===== src/rtl/microcode_sequencer.sv =====
// microcode_sequencer
//   Issues one 32-bit control word per clock. It looks up the microcode ROM
//   at {ext, opcode, flags, step}. It advances its own micro-step counter from
//   the sequencing bits of the word it is issuing. It also offers
//   run/halt/break/single-step control to a debug front-end.
//
// Ports
//   clk          system clock, rising edge
//   reset        synchronous, active-high
//   opcode       instruction register contents (stable for an instruction)
//   flags        ALU flags {C,Z,N,V}, sampled combinationally every cycle
//   rom_addr     {ext, opcode, flags, step} to the microcode ROM
//   rom_data     microcode word, combinational read of rom_addr
//   brk_enable   when low, the break bit (27) of a word is ignored
//   resume       pulse: leave HALT (if no fault) or BREAK
//   single_step  pulse: issue exactly one word while in BREAK
//   control_word word to the field splitter (IDLE_WORD when not executing)
//   step         current micro-step
//   ext          extension page bit
//   halted       high in HALT
//   in_break     high in BREAK (not in the single-step cycle)
//   fault        sticky micro-step overrun flag, cleared only by reset
//
// Sequencing bits of the issued word w:
//   w[24] low  : step reset (step <= 0, ext <= 0), wins over w[25]
//   w[25] low  : extend onto the extension page (ext <= 1, step + 1)
//   w[26] high : halt after this word
//   w[27] high : break after this word (only when brk_enable)
module microcode_sequencer #(
  parameter int unsigned STEP_W    = 4,
  parameter int unsigned OP_W      = 8,
  parameter int unsigned FLAG_W    = 4,
  parameter logic [31:0] IDLE_WORD = 32'h0300_0000
) (
  input  logic                          clk,
  input  logic                          reset,
  input  logic [OP_W-1:0]               opcode,
  input  logic [FLAG_W-1:0]             flags,
  output logic [OP_W+FLAG_W+STEP_W:0]   rom_addr,
  input  logic [31:0]                   rom_data,
  input  logic                          brk_enable,
  input  logic                          resume,
  input  logic                          single_step,
  output logic [31:0]                   control_word,
  output logic [STEP_W-1:0]             step,
  output logic                          ext,
  output logic                          halted,
  output logic                          in_break,
  output logic                          fault
);

  typedef enum logic [1:0] {
    S_RUN   = 2'd0,
    S_HALT  = 2'd1,
    S_BREAK = 2'd2,
    S_STEP1 = 2'd3
  } state_t;

  state_t state;
  state_t state_nxt;

  logic              executing;
  logic              w_step_rst_n;
  logic              w_ext_n;
  logic              w_halt;
  logic              w_brk;
  logic              overrun;
  logic [STEP_W-1:0] step_nxt;
  logic              ext_nxt;
  logic              fault_nxt;

  // Address and word path are purely combinational so that the word for the
  // current step (and current flags) is issued in the same cycle.
  assign rom_addr     = {ext, opcode, flags, step};
  assign executing    = (state == S_RUN) || (state == S_STEP1);
  assign control_word = executing ? rom_data : IDLE_WORD;

  assign w_step_rst_n = rom_data[24];
  assign w_ext_n      = rom_data[25];
  assign w_halt       = rom_data[26];
  assign w_brk        = rom_data[27];

  // Running off the end of a page: the last step of a page may only end the
  // sequence or hop onto the extension page. Hopping again (ext already set)
  // or plain incrementing past the last step is an overrun.
  assign overrun = executing && (&step) && w_step_rst_n && (ext || w_ext_n);

  always_comb begin
    step_nxt  = step;
    ext_nxt   = ext;
    fault_nxt = fault;
    state_nxt = state;

    if (executing) begin
      if (overrun) begin
        step_nxt  = '0;
        ext_nxt   = 1'b0;
        fault_nxt = 1'b1;
      end else if (!w_step_rst_n) begin
        step_nxt = '0;
        ext_nxt  = 1'b0;
      end else if (!w_ext_n) begin
        step_nxt = step + 1'b1;
        ext_nxt  = 1'b1;
      end else begin
        step_nxt = step + 1'b1;
      end
    end

    unique case (state)
      S_RUN: begin
        if (overrun || w_halt)      state_nxt = S_HALT;
        else if (w_brk && brk_enable) state_nxt = S_BREAK;
        else                        state_nxt = S_RUN;
      end
      S_STEP1: begin
        // The break bit does not matter here: a single step always lands
        // back in BREAK unless the word halts or overruns.
        if (overrun || w_halt) state_nxt = S_HALT;
        else                   state_nxt = S_BREAK;
      end
      S_HALT: begin
        if (resume && !fault) state_nxt = S_RUN;
      end
      S_BREAK: begin
        if (resume)           state_nxt = S_RUN;
        else if (single_step) state_nxt = S_STEP1;
      end
      default: state_nxt = S_RUN;
    endcase
  end

  // halted/in_break are registered from the next state so they line up
  // exactly with the state register.
  always_ff @(posedge clk) begin
    if (reset) begin
      state    <= S_RUN;
      step     <= '0;
      ext      <= 1'b0;
      fault    <= 1'b0;
      halted   <= 1'b0;
      in_break <= 1'b0;
    end else begin
      state    <= state_nxt;
      step     <= step_nxt;
      ext      <= ext_nxt;
      fault    <= fault_nxt;
      halted   <= (state_nxt == S_HALT);
      in_break <= (state_nxt == S_BREAK);
    end
  end

endmodule


===== config.mk =====
export PLATFORM = sky130hd
export DESIGN_NAME = microcode_sequencer
export DESIGN_NICKNAME = d
export VERILOG_FILES = /design/src/rtl/microcode_sequencer.sv
export SDC_FILE = /design/constraint.sdc
export NUM_CORES = 1
export LEC_CHECK = 0
export CAP_MARGIN = 20
export CORE_ASPECT_RATIO = 1.75
export CORE_MARGIN = 2
export CORE_UTILIZATION = 27
export CTS_BUF_LIST = sky130_fd_sc_hd__clkbuf_8
export DETAILED_ROUTE_END_ITERATION = 10
export HOLD_SLACK_MARGIN = 0.02
export PLACE_DENSITY_LB_ADDON = 0.1
export SETUP_SLACK_MARGIN = 0.15
export SLEW_MARGIN = 20
export SYNTH_ARGS = -nofsm -noshare
export SYNTH_HDL_FRONTEND = slang
export SYNTH_SLANG_ARGS = --single-unit

===== constraint.sdc =====
create_clock -name clk -period 2.15 [get_ports clk]
set_input_delay 0.43 -clock clk [delete_from_list [all_inputs] [get_ports clk]]
set_output_delay 0.43 -clock clk [all_outputs]
set_load 0.02 [all_outputs]

==> results.json, run 1 <==
{
  "wl_per_cell_um": 11.7,
  "synth_seq_area_share_pct": 23.3,
  "firstDrtPassIters": 3,
  "p_sw_share_pct": 33.9,
  "vias": 983,
  "hold_buffers": 0,
  "first_iter_violations": 9,
  "post-route-util_pct": 51.7,
  "die_x_um": 46.7,
  "layout-drive-gt1-share_pct": 27.7,
  "clkLatencyLatePin_ps": 230,
  "crit_type": "reg -> out",
  "finalHoldViolations": 0,
  "gr-total-overflow": 0,
  "cts_buffer_depth": 2,
  "power.share.clock_pct": 24.2,
  "period_minus_slack_ps": 1910,
  "cts_setup_buffers": 0,
  "maxSlewViolCount": 0,
  "gp_congestion": 0.771,
  "worstPathRequired_ps": 1720,
  "skew_ps": 1.90,
  "power.density_nw_per_um2": 475,
  "route.antenna.remaining_nets": 0,
  "synth-warning-count": 0,
  "die_height_um": 78.6,
  "routed_via_density": 4.33,
  "antenna_found_initial": 0,
  "ys_ff_latch": 10,
  "drc": 0,
  "rows": 27,
  "syn_area_um2": 860,
  "grt_pass1_vias": 999,
  "fmax_mhz": 524,
  "hp-class": "reg -> reg",
  "start_util_pct": 27.7,
  "dp_slack_ps": -75.4,
  "synth.distinct_cells": 25,
  "die_area_um2": 3670,
  "cts.sinks": 10,
  "synth.avg_cell_area_um2": 7.67,
  "cp-start-kind": "register",
  "period_share_pct": 88.7,
  "cts_tree": "done",
  "worst_slew_margin_rel_pct": 80.8,
  "port-buffer-count": 81,
  "rsz0062_at_grt": "false",
  "seq_power_share_pct": 26.9,
  "grtUsageTotal_pct": 15.1,
  "worst_slew_pin_slew_ps": 288,
  "syn2layout_area_growth_pct": 86.8,
  "outcome": "complete, no violations",
  "endpoint_kind": "output pin",
  "setup_viol": 0,
  "cts.root.buffer_cell": "clkbuf_8",
  "crit_fanout": 5,
  "antenna_cells": 0,
  "maxCapViolations": 0,
  "finalWirelength_mm": 2.65,
  "synth_nets": 166,
  "fin_nets": 240,
  "final_cells": 227,
  "grt_max_degree": 13,
  "netlist_instances": 112,
  "irDropWorstVdd_uv": 226,
  "io_pins": 106,
  "grt_pass1_wl_mm": 4.06,
  "cts_buffers": 3,
  "clkTransAtPathRegs_ps": 40,
  "p_total_uw": 763,
  "p_int_uw": 505,
  "arrival_ps": 1480,
  "combPwrFrac_pct": 48.9,
  "htree_levels": 1,
  "hpwl_mm": 2.32,
  "leakage_uw": 0.000703,
  "core-area_um2": 3110,
  "setup_ws_ps": 243,
  "dp.cells": 224,
  "p_switching_uw": 258
}
## layout by cell type (no fill, tap or decap)
master and instances:
o22ai_1 1, and3b_2 1, buf_4 8, clkdlybuf4s50_1 49, or2_2 1, buf_2 23
xor2_1 2, nand4b_1 1, dfxtp_2 1, dfxtp_1 9, nor3b_1 1, buf_6 1
nor3_1 2, clkbuf_2 1, ha_4 1, and3b_1 1, inv_1 5, a211o_1 1
a21oi_1 4, nor2_1 10, o21a_1 1, o21ai_0 1, dlygate4sd2_1 1, nor2b_1 32
clkbuf_8 3, clkdlybuf4s15_2 7, nand2_1 5, or3_1 2, o32ai_2 1, ha_1 4
o211a_1 1, and2_4 1, a211oi_2 2
## kinds of logic (layout without fill, tap and decap cells)
group	after synthesis	in the layout	synth area share [%]
and+or+nand+nor	57	57	38.3
AOI/OAI and AO/OA	12	12	10.3
DFF	10	10	23.3
adders and majority gates	5	5	7.28
xor gates and xnor gates	2	2	2.04
buffers and inverters	26	98	18.8
## power by group through the flow
stage | combinational (uW) | clock (uW) | sequential, uW
floorplan | 212 | 0 | 216
global placement | 416 | 0 | 208
detailed placement | 418 | 0 | 208
CTS | 380 | 188 | 205
global route | 404 | 195 | 207
finish | 373 | 185 | 205
## worst max-delay path: stages (launching register included)
cell             delay, ps
dfxtp_2                330
inv_1                   80
ha_4                   270
or2_2                  310
clkdlybuf4s15_2        260
## cell type report
class | instances | area (um^2)
timing repair buffer | 90 | 769
fill | 335 | 1500
tap | 43 | 53.8
multi-input combinational | 76 | 520
sequential | 10 | 201
clock buffer | 3 | 41.3
inverter | 5 | 18.8
## registers in the layout, summed over array words and instances, names as in the netlist
name / flops
ext: 1
step: 4
halted: 1
in_break: 1
fault: 1
state: 2
## synth_stat cells
master	count	share of area, %
xor2_1	2	2.0
clkbuf_1	4	1.7
nor3_1	2	1.2
nand4b_1	1	1.0
and3b_1	1	1.0
nor2b_1	32	23
nand2_1	5	2.2
o21ai_0	1	0.58
buf_4	17	15
o211a_1	1	1.2
a211oi_1	2	1.7
ha_1	5	7.3
and2_4	1	1.0
and3b_2	1	1.2
dfxtp_1	10	23
nor2_1	10	4.4
o21a_1	1	0.87
or3_1	2	1.5
a21oi_1	4	2.3
or2_2	1	0.73
nor3b_1	1	0.87
inv_1	5	2.2
a211o_1	1	1.0
o22ai_1	1	0.73
o32ai_2	1	1.9
## layer usage
metal	part of all wire, %	global-route usage [%]	vias to the layer above
met4	2.3	8.61	0
met1	31	12.4	408
met2	52	27.9	80
met5	0	0	-
met3	15	5.75	10
li1	-	-	485
## worst paths after layout
check / cells after the start / start / slack, ps / to
hold / removal: 2 / ext$_SDFFE_PP0P_ / 490 / ext$_SDFFE_PP0P_
setup / recovery: 4 / state[0]$_SDFF_PP0_ / 240 / control_word[25]
setup reg to reg: 7 / state[1]$_SDFF_PP0_ / 280 / ext$_SDFFE_PP0P_
hold reg to reg: 2 / ext$_SDFFE_PP0P_ / 490 / ext$_SDFFE_PP0P_
## through the flow
step	TNS (ps)	area, um^2	hold WS, ps
floorplan	0	860	499
global placement	-135	1650	462
detailed placement	-870	1650	484
CTS	0	1610	491
global route	0	1610	517
finish	0	1610	487
## repair_timing
| item | 4_1_cts | 5_1_grt |
|---|---|---|
| setup endpoints to repair | 38 | 13 |
| gates resized for setup | 114 | 9 |
| pin swaps | 0 | 2 |
| cloned | 0 | 0 |
Note: power is estimated with default switching activity, not from simulation.
==> inputs of run 2 (changes only) <==
- CORE_ASPECT_RATIO: 1.75 -> not set
- CORE_UTILIZATION: 27 -> 60
- DONT_BUFFER_PORTS: not set -> 1
- SLEW_MARGIN: 20 -> not set
==> results.json, run 2 (synthesis results as in run 1) <==
{
  "outcome": "complete, no violations",
  "fmax_mhz": 525,
  "antenna_found_initial": 0,
  "io_pins": 106,
  "grt_max_degree": 29,
  "irDropWorstVdd_uv": 605,
  "syn2layout_area_growth_pct": 1.16,
  "skew_ps": 4.31,
  "arrival_ps": 1480,
  "start_util_pct": 65.2,
  "vias": 655,
  "firstDrtPassIters": 3,
  "cts.sinks": 10,
  "cts_buffers": 3,
  "top_register": "step",
  "cts_tree": "done",
  "final_cells": 116,
  "gr-total-overflow": 0,
  "crit_buf_inv": 2,
  "die_x_um": 41.9,
  "period_share_pct": 88.7,
  "worstPathRequired_ps": 1720,
  "port-buffer-count": 0,
  "wl_per_cell_um": 16.7,
  "layout_common_cells": "nor2b_1 (25), nor2_1 (10), dfxtp_1 (10)",
  "p_total_uw": 607,
  "worst_slew_margin_rel_pct": 72.3,
  "hp-class": "in -> reg",
  "drc": 0,
  "worst_slew_pin_slew_ps": 414,
  "gp_congestion": 0.817,
  "mostFrequentLayoutCell": "nor2b_1",
  "grt_pass1_wl_mm": 2.86,
  "antenna_cells": 0,
  "period_minus_slack_ps": 1910,
  "htree_levels": 1,
  "dp.cells": 113,
  "fin_nets": 157,
  "setup_viol": 0,
  "clkLatencyLatePin_ps": 220,
  "crit_type": "reg -> out",
  "postPlaceCellArea_um2": 788,
  "endpoint_kind": "output pin",
  "die_height_um": 41.9,
  "rows": 13,
  "finalInstanceArea_um2": 870,
  "die_area_um2": 1750,
  "maxSlewViolCount": 0,
  "clkTransAtPathRegs_ps": 50,
  "crit_fanout": 28,
  "leakage_uw": 0.000377,
  "critical_path.slowest_cell": "dfxtp_1",
  "finalWirelength_mm": 1.94,
  "routed_via_density": 5.65,
  "cts.root.buffer_cell": "clkbuf_8",
  "grtUsageTotal_pct": 20.8,
  "top_regs": "step x4, state x2",
  "grt_pass1_vias": 612,
  "layout-drive-gt1-share_pct": 21.8,
  "setup_tns_ps": 0,
  "hpwl_mm": 1.65,
  "first_iter_violations": 5,
  "finalHoldViolations": 0,
  "crit_family": "flip-flops",
  "cts_buffer_depth": 2,
  "largest_register_ffs": 4,
  "worstPathCellList": "inv_1 -> ha_4 -> buf_8 -> nor2b_1",
  "rsz0062_at_grt": "false",
  "maxCapViolations": 0,
  "core-area_um2": 1320,
  "power.density_nw_per_um2": 698,
  "route.antenna.remaining_nets": 0,
  "slowest_delay_ps": 370,
  "post-route-util_pct": 66.0,
  "cp-start-kind": "register"
}
[run 2: path summary, 6_finish.rpt]
path / start / end / slack [ps] / cells past startpoint
max: state[1]$_SDFF_PP0_ / control_word[2] / 240 / 4
min: reset / step[1]$_SDFFE_PP0N_ / 270 / 1
max reg2reg: state[1]$_SDFF_PP0_ / halted$_SDFF_PP0_ / 380 / 6
min reg2reg: fault$_SDFFE_PP0P_ / fault$_SDFFE_PP0P_ / 600 / 2
[run 2: final cells by class]
type	count	area, um^2
multi-input combinational	76	531
fill	107	448
sequential	10	200
timing repair buffer	7	60.1
clock buffer	3	41.3
inverter	5	18.8
tap	15	18.8
[run 2: layer usage]
layer	share of wire, %	track usage [%]	up-vias
li1	-	-	322
met1	34	23.0	277
met2	52	36.6	50
met3	13	7.83	6
met4	1.2	6.45	0
met5	0	0	-
[run 2: per-stage QoR]
step	setup WS (ps)	hold WS, ps
floorplan	297	499
global placement	394	503
detailed placement	346	504
CTS	105	269
global route	171	259
finish	244	270
[run 2: power breakdown]
group          internal (uW)  switching [uW]
clock network            121            59.0
logic                   65.3             158
registers                196            7.49
total                    382             225
[run 2: what timing repair did]
action / CTS / global route
hold buffers: 0 / 0
endpoints found under the hold margin: 0 / 0
cloned: 0 / 0
endpoints found under the setup margin: 22 / 32
gates resized for setup: 0 / 11
setup buffers: 0 / 0
